## src/rtl/rf_trace_pkg.sv

```systemverilog
// rf_trace_pkg: states, beat tags and beat indices shared by the trace sequencer.
// TRACE_FRAME_CNT_EN makes the frame-count beat the first beat of each frame.
package rf_trace_pkg;
    typedef enum logic [1:0] {IDLE, LOAD, SEND} state_e;
    localparam int BCNT_W = 6;
    localparam int DROP_W = 16;
    localparam int FCNT_W = 32;
    localparam logic [5:0] TAG_PC   = 6'h20;
    localparam logic [5:0] TAG_INST = 6'h21;
    localparam logic [5:0] TAG_FCNT = 6'h22;
    localparam logic [BCNT_W-1:0] BEAT_FCNT = 6'd0;
    localparam logic [BCNT_W-1:0] BEAT_PC   = 6'd1;
    localparam logic [BCNT_W-1:0] BEAT_INST = 6'd2;
    localparam logic [BCNT_W-1:0] BEAT_REG0 = 6'd3;
`ifdef TRACE_FRAME_CNT_EN
    localparam logic [BCNT_W-1:0] BEAT_FIRST = BEAT_FCNT;
`else
    localparam logic [BCNT_W-1:0] BEAT_FIRST = BEAT_PC;
`endif
    function automatic logic [5:0] beat_tag(input logic [BCNT_W-1:0] idx);
        return idx == BEAT_FCNT ? TAG_FCNT :
               idx == BEAT_PC   ? TAG_PC   :
               idx == BEAT_INST ? TAG_INST : idx - BEAT_REG0;
    endfunction
endpackage

```

## src/rtl/rf_trace_ctrl_if.sv

```systemverilog
// rf_trace_ctrl_if: valid/ready trace beat port of the trace sequencer.
interface rf_trace_ctrl_if #(
    parameter int DATA_W = 32,
    parameter int TAG_W  = 6
);
    logic              trc_valid;
    logic              trc_ready;
    logic [DATA_W-1:0] trc_data;
    logic [TAG_W-1:0]  trc_tag;
    logic              trc_last;
    modport master(output trc_valid, trc_data, trc_tag, trc_last, input trc_ready);
    modport slave(input trc_valid, trc_data, trc_tag, trc_last, output trc_ready);
endinterface

```

## src/rtl/trc_out_reg.sv

```systemverilog
// trc_out_reg: single-entry valid/ready holding register, loads when empty or when its beat is accepted.
module trc_out_reg #(
    parameter int W = 8
) (
    input  logic         clk_i,
    input  logic         rst_i,
    input  logic         in_valid_i,
    input  logic [W-1:0] in_data_i,
    output logic         in_ready_o,
    output logic         out_valid_o,
    output logic [W-1:0] out_data_o,
    input  logic         out_ready_i
);
    logic         valid_q;
    logic [W-1:0] data_q;
    assign in_ready_o  = !valid_q || out_ready_i;
    assign out_valid_o = valid_q;
    assign out_data_o  = data_q;
    always_ff @(posedge clk_i) begin
        if (rst_i) begin
            valid_q <= 1'b0;
            data_q  <= '0;
        end else if (in_ready_o) begin
            valid_q <= in_valid_i;
            if (in_valid_i) data_q <= in_data_i;
        end
    end
endmodule

```

## src/rtl/rf_trace_ctrl.sv

```systemverilog
// rf_trace_ctrl: freezes the CPU after each traced retire and streams PC, instruction and all registers.
// Build with TRACE_FRAME_CNT_EN to prepend a 32-bit frame-count beat to every frame.
module rf_trace_ctrl
    import rf_trace_pkg::*;
#(
    parameter int NUM_REGS = 32,
    parameter int DATA_W   = 32,
    parameter int TAG_W    = 6
) (
    input  logic                 clk_in,
    input  logic                 reset,
    input  logic                 trace_en,
    input  logic                 retire,
    input  logic [DATA_W-1:0]    retire_pc,
    input  logic [DATA_W-1:0]    retire_inst,
    output logic                 cpu_stall,
    output logic [4:0]           dbg_raddr,
    input  logic [DATA_W-1:0]    dbg_rdata,
    rf_trace_ctrl_if.master      trc,
    output logic [DROP_W-1:0]    drop_cnt
);
    localparam logic [BCNT_W-1:0] BEAT_LAST = BEAT_REG0 + BCNT_W'(NUM_REGS - 1);
    localparam int PW = 1 + TAG_W + DATA_W;
    state_e              state_q, state_d;
    logic [BCNT_W-1:0]   cnt_q, cnt_d, idx;
    logic [DATA_W-1:0]   pc_q, inst_q, beat_data, fcnt_data;
    logic [DROP_W-1:0]   drop_q;
    logic                ld_valid, ld_ready, hs, done, start;
    logic [PW-1:0]       ld_payload, out_payload;
`ifdef TRACE_FRAME_CNT_EN
    logic [FCNT_W-1:0]   fcnt_q;
    always_ff @(posedge clk_in) begin
        if (reset) fcnt_q <= '0;
        else if (done) fcnt_q <= fcnt_q + 1'b1;
    end
    assign fcnt_data = DATA_W'(fcnt_q);
`else
    assign fcnt_data = '0;
`endif
    assign hs        = trc.trc_valid && trc.trc_ready;
    assign done      = hs && trc.trc_last;
    assign start     = state_q == IDLE && retire && trace_en;
    assign cpu_stall = state_q != IDLE;
    assign drop_cnt  = drop_q;
    // idx is the beat being loaded this cycle; register beats read the regfile through it directly
    assign idx       = state_q == LOAD ? BEAT_FIRST : cnt_q;
    assign dbg_raddr = idx >= BEAT_REG0 ? 5'(idx - BEAT_REG0) : 5'd0;
    assign beat_data = idx == BEAT_FCNT ? fcnt_data :
                       idx == BEAT_PC   ? pc_q      :
                       idx == BEAT_INST ? inst_q    : dbg_rdata;
    assign ld_payload = {idx == BEAT_LAST, TAG_W'(beat_tag(idx)), beat_data};
    assign ld_valid   = state_q == LOAD || (state_q == SEND && !trc.trc_last);
    always_comb begin
        state_d = state_q;
        cnt_d   = cnt_q;
        case (state_q)
            IDLE: state_d = start ? LOAD : IDLE;
            LOAD: begin
                state_d = SEND;
                cnt_d   = BEAT_FIRST + 1'b1;
            end
            SEND: begin
                state_d = done ? IDLE : SEND;
                cnt_d   = done ? '0 : hs ? cnt_q + 1'b1 : cnt_q;
            end
            default: state_d = IDLE;
        endcase
    end
    always_ff @(posedge clk_in) begin
        if (reset) begin
            state_q <= IDLE;
            cnt_q   <= '0;
            pc_q    <= '0;
            inst_q  <= '0;
            drop_q  <= '0;
        end else begin
            state_q <= state_d;
            cnt_q   <= cnt_d;
            if (start) begin
                pc_q   <= retire_pc;
                inst_q <= retire_inst;
            end
            if (retire && state_q != IDLE && drop_q != '1) drop_q <= drop_q + 1'b1;
        end
    end
    trc_out_reg #(.W(PW)) u_out (
        .clk_i      (clk_in),
        .rst_i      (reset),
        .in_valid_i (ld_valid),
        .in_data_i  (ld_payload),
        .in_ready_o (ld_ready),
        .out_valid_o(trc.trc_valid),
        .out_data_o (out_payload),
        .out_ready_i(trc.trc_ready)
    );
    assign {trc.trc_last, trc.trc_tag, trc.trc_data} = out_payload;
endmodule

```

## src/flat_wrapper.sv

```systemverilog
// flat-port wrapper written by rule: the top's interface ports become plain ports
module rf_trace_ctrl_flat import rf_trace_pkg::*;
#(
    parameter int NUM_REGS = 32,
    parameter int DATA_W   = 32,
    parameter int TAG_W    = 6
)
  (clk_in, reset, trace_en, retire, retire_pc, retire_inst, cpu_stall, dbg_raddr, dbg_rdata, drop_cnt, trc_trc_valid, trc_trc_data, trc_trc_tag, trc_trc_last, trc_trc_ready);
  rf_trace_ctrl_if #(.DATA_W(DATA_W), .TAG_W(TAG_W)) trc_i ();
  input  logic clk_in;
  input  logic reset;
  input  logic trace_en;
  input  logic retire;
  input  logic [DATA_W-1:0] retire_pc;
  input  logic [DATA_W-1:0] retire_inst;
  output logic cpu_stall;
  output logic [4:0] dbg_raddr;
  input  logic [DATA_W-1:0] dbg_rdata;
  output logic [DROP_W-1:0] drop_cnt;
  output wire logic [$bits(trc_i.trc_valid)-1:0] trc_trc_valid;
  output wire logic [$bits(trc_i.trc_data)-1:0] trc_trc_data;
  output wire logic [$bits(trc_i.trc_tag)-1:0] trc_trc_tag;
  output wire logic [$bits(trc_i.trc_last)-1:0] trc_trc_last;
  input wire logic [$bits(trc_i.trc_ready)-1:0] trc_trc_ready;
  assign trc_trc_valid = trc_i.trc_valid;
  assign trc_trc_data = trc_i.trc_data;
  assign trc_trc_tag = trc_i.trc_tag;
  assign trc_trc_last = trc_i.trc_last;
  assign trc_i.trc_ready = trc_trc_ready;
  rf_trace_ctrl #(.NUM_REGS(NUM_REGS), .DATA_W(DATA_W), .TAG_W(TAG_W)) u_core (.clk_in(clk_in), .reset(reset), .trace_en(trace_en), .retire(retire), .retire_pc(retire_pc), .retire_inst(retire_inst), .cpu_stall(cpu_stall), .dbg_raddr(dbg_raddr), .dbg_rdata(dbg_rdata), .trc(trc_i), .drop_cnt(drop_cnt));
endmodule
```

## config.mk

```make
export PLATFORM = sky130hd
export DESIGN_NAME = rf_trace_ctrl_flat
export DESIGN_NICKNAME = d
export VERILOG_FILES = /design/src/rtl/rf_trace_pkg.sv /design/src/rtl/rf_trace_ctrl_if.sv /design/src/rtl/trc_out_reg.sv /design/src/rtl/rf_trace_ctrl.sv /design/src/flat_wrapper.sv
export SDC_FILE = /design/constraint.sdc
export NUM_CORES = 1
export LEC_CHECK = 0
export CORE_MARGIN = 2
export CORE_UTILIZATION = 53
export CTS_CLUSTER_SIZE = 16
export DETAILED_ROUTE_END_ITERATION = 10
export GPL_TIMING_DRIVEN = 0
export PLACE_DENSITY = 0.86
export SLEW_MARGIN = 20
export SYNTH_ARGS = -nofsm -noshare
export SYNTH_HDL_FRONTEND = slang
export SYNTH_SLANG_ARGS = --single-unit
export TNS_END_PERCENT = 1
```

## constraint.sdc

```tcl
create_clock -name clk_in -period 3.5 [get_ports clk_in]
set_input_delay 0.7 -clock clk_in [delete_from_list [all_inputs] [get_ports clk_in]]
set_output_delay 0.7 -clock clk_in [all_outputs]
set_load 0.01 [all_outputs]
```

==> results.yml <==
layout:
  flow.area_growth_from_synthesis_pct: 39.49
  stdcell_area_sq_mm: 0.008526
  layout.cells.non_filler: 1134
  multi_input_area_sq_mm: 0.003129
  regArea_sq_mm: 0.002564
  final_util_pct: 75.31
  n_fill_cell: 858
  antennaDiodeCount: 0
  nets: 1089
  drive_gt1_share_pct: 5.752
setup_path:
  end_kind: "output port"
  crit_buf_inv: 3
  critPathTopFamily: "buffers and inverters"
  r2r_cells: 10
  critical-path-max-stage-delay_ps: 500
  path_class: "reg2out"
  critPathMaxFanout: 10
  r2r_start: "u_core.state_q[1]$_SDFF_PP0_"
  crit_required_ps: 2800
  worstPathCellList: "clkbuf_1 -> or3_1 -> o21ai_2 -> buf_4 -> nor3_1 -> a21o_1 -> clkdlybuf4s50_1"
  start_kind: "flop"
  reg2reg_slack_ps: 690
  startpoint: "u_core.cnt_q[3]$_SDFFE_PP0P_"
  path_depth: 7
  critPathSlowestCell: "or3_1"
  arrival_ps: 2700
floorplan:
  die_w_um: 111.4
  core-area_sq_mm: 0.01132
  die_h_um: 111.4
  fp-row-count: 39
  die-area_sq_mm: 0.01241
  ioPinCount: 163
  start_util_pct: 53.99
grt:
  overflow: 0
  grt_max_degree: 17
  antenna_found_initial: 0
  grt_pass1_vias: 6280
  grt_pass1_wl_um: 30790
  grt_usage_pct: 30.76
clock_network:
  cts_inserted_buffers: 17
  cts_setup_buffers: 0
  cts_htree_levels: 4
  ctsLongestPathBuffers: 2
  cts_tree: "yes"
  holdBufCountCts: 0
  clock_sinks: 128
  clk_pin_slew_ps: 60
  insertion_delay_ps: 420
  cts_root_buf: "clkbuf_16"
synth:
  syn_area_per_cell_sq_um: 7.659
  synth_area_leaders: "dfxtp_1 (42%), a21oi_1 (9.7%), nand2_1 (8.8%)"
  synth_edf_count: 0
  synth_top_area_share_pct: 41.92
  synth_flop_cell: "dfxtp_1"
  yosysWarnings: 0
  synth.most_common_cell: "nand2_1"
  yosys.area.top_type: "dfxtp_1"
  netlist_top_cells_count: "nand2_1 (144), dfxtp_1 (128), a21oi_1 (118)"
  syn-cell-area_sq_mm: 0.006112
  synth_nets: 909
  synth.distinct_cells: 47
  seq_area_frac_synth_pct: 41.92
  ys_seq_elements: 128
  syn_inst: 798
  async_reset_ff_share_pct: 0
sta:
  finalSetupViolCount: 0
  fin_hold_ws_ps: 453.8
  max_freq_ghz: 0.2938
  final_hold_viol_count: 0
  rsz0062_at_grt: "yes"
  slew_violations: 0
  fin_crit_ps: 3404
  fin_crit_sh_pct: 97.26
  fin_skew_ps: 6.170
  fin_ws_ps: 96.00
  relSlewSlack_pct: 43.97
  worst-slew-pin-transition_ps: 834.9
route:
  firstDrtPassIters: 9
  antenna_left: 0
  vias_per_cell: 6.045
  wl_um: 19620
  drt_iter0_drc: 890
  num_vias: 6855
  wl_per_cell_um: 17.30
  drc: 0
pwr:
  p_per_area_mw_per_mm2: 462.9
  combPwrFrac_pct: 15.8
  leakage_nw: 3.210
  p_int_mw: 2.908
  p_sw_share_pct: 26.33
  p_switching_mw: 1.039
  ir_drop_v: 0.0003327
  clkPwrFrac_pct: 44.5
  seqPwrFrac_pct: 39.7
job:
  drv_cap: 0
hold_path:
  whs_path_depth: 2
  holdCritPathClass: "reg2reg"
  worstHoldStart: "u_core.pc_q[28]$_SDFFE_PP0P_"
place:
  dp_slack_ps: 84.33
  dp_cells: 1102
  port_buffers: 161
  place.gp.congestion: 0.8981
  place_area_sq_mm: 0.007903
  hpwl_um: 13930
outcome:
  outcome: "finished clean"
[routing by layer]
layer  global-route usage (%)  vias to the layer above  share of wire, %  wire (um)
li1                         -                     3192                 -          -
met4                    12.59                        0               3.2        618
met3                    6.097                       56               9.9       1937
met2                    51.30                      429                47       9272
met5                        0                        -                 0          0
met1                    39.28                     3178                40       7790
[stage by stage]
stage               power, mW  TNS (ps)
floorplan               1.921         0
global placement        2.188         0
detailed placement      2.198         0
CTS                     3.921         0
global route            4.067    -19.61
finish                  3.947         0
[cells in the final DEF (no fill, tap or decap), types with 2 or more instances in the layout]
cell type        count
a21o_1              34
a21oi_1            117
a222oi_1            32
a31oi_1              3
buf_1               14
buf_2                3
buf_4                4
bufinv_16            2
clkbuf_1            48
clkbuf_16           17
clkbuf_4             2
clkbuf_8             3
clkdlybuf4s50_1    160
clkinv_2             4
clkinvlp_4           4
dfxtp_1            127
ha_1                 9
inv_1               44
mux2_2               4
nand2_1            144
nand3_1             11
nand3b_1             2
nand4_1              4
nor2_1              53
nor2_4               2
nor2b_1              6
nor3_1              39
nor4_1              36
o21ai_0              7
o21ai_1              2
o21bai_1             2
o31ai_1              8
o41ai_1              3
or3_1                3
or4_1                9
or4_4                2
xnor2_1              5
[final timing paths]
kind | endpoint
max reg2reg | u_core.u_out.out_data_o[21]$_SDFFE_PP0P_
min | u_core.pc_q[28]$_SDFFE_PP0P_
min reg2reg | u_core.pc_q[28]$_SDFFE_PP0P_
max | dbg_raddr[2]
[worst register-to-register path, cell delays in order, from the launching register on]
cell and delay, ps:
dfxtp_2 330, inv_1 80, ha_2 240, clkbuf_4 250, nor2_4 60, ha_1 180
clkbuf_1 210, o21ai_1 290, clkbuf_1 560, a222oi_1 190, nor4_1 320
[registers in the layout, summed over array words and instances, names as in the netlist]
register,cells
u_core.cnt_q,6
u_core.drop_cnt,16
u_core.inst_q,32
u_core.pc_q,32
u_core.state_q,2
u_core.u_out.out_data_o,39
u_core.u_out.out_valid_o,1
[final cells by class]
class	instances	area share, %
inverter	44	1.937
clock inverter	10	1.291
sequential	128	30.07
buffer	70	3.405
timing repair buffer	161	18.93
tap	143	2.099
clock buffer	22	5.562
multi-input combinational	556	36.70
[power groups by stage]
stage | sequential [mW] | clock (mW) | combinational (mW)
after CTS | 1.56 | 1.75 | 0.611
after floorplan | 1.59 | 0 | 0.326
final | 1.57 | 1.76 | 0.622
after detailed placement | 1.59 | 0 | 0.604
after global routing | 1.57 | 1.82 | 0.673
after global placement | 1.59 | 0 | 0.596
[logic make-up after synthesis]
logic type,count (synthesis),share of synthesized area [%]
compound gates,216,22.68
simple gates,320,24.38
buf+inv,114,7.369
fa+ha+maj,10,2.047
xor+xnor,6,0.8598
flops,128,41.92
mux,4,0.7369
[what timing repair did]
item / in CTS / in global routing
endpoints found under the setup margin: 5 / 5
pin swaps: 1 / 0
cloned: 0 / 0
resized for setup: 8 / 4
Note: power is estimated with default switching activity, not from simulation.
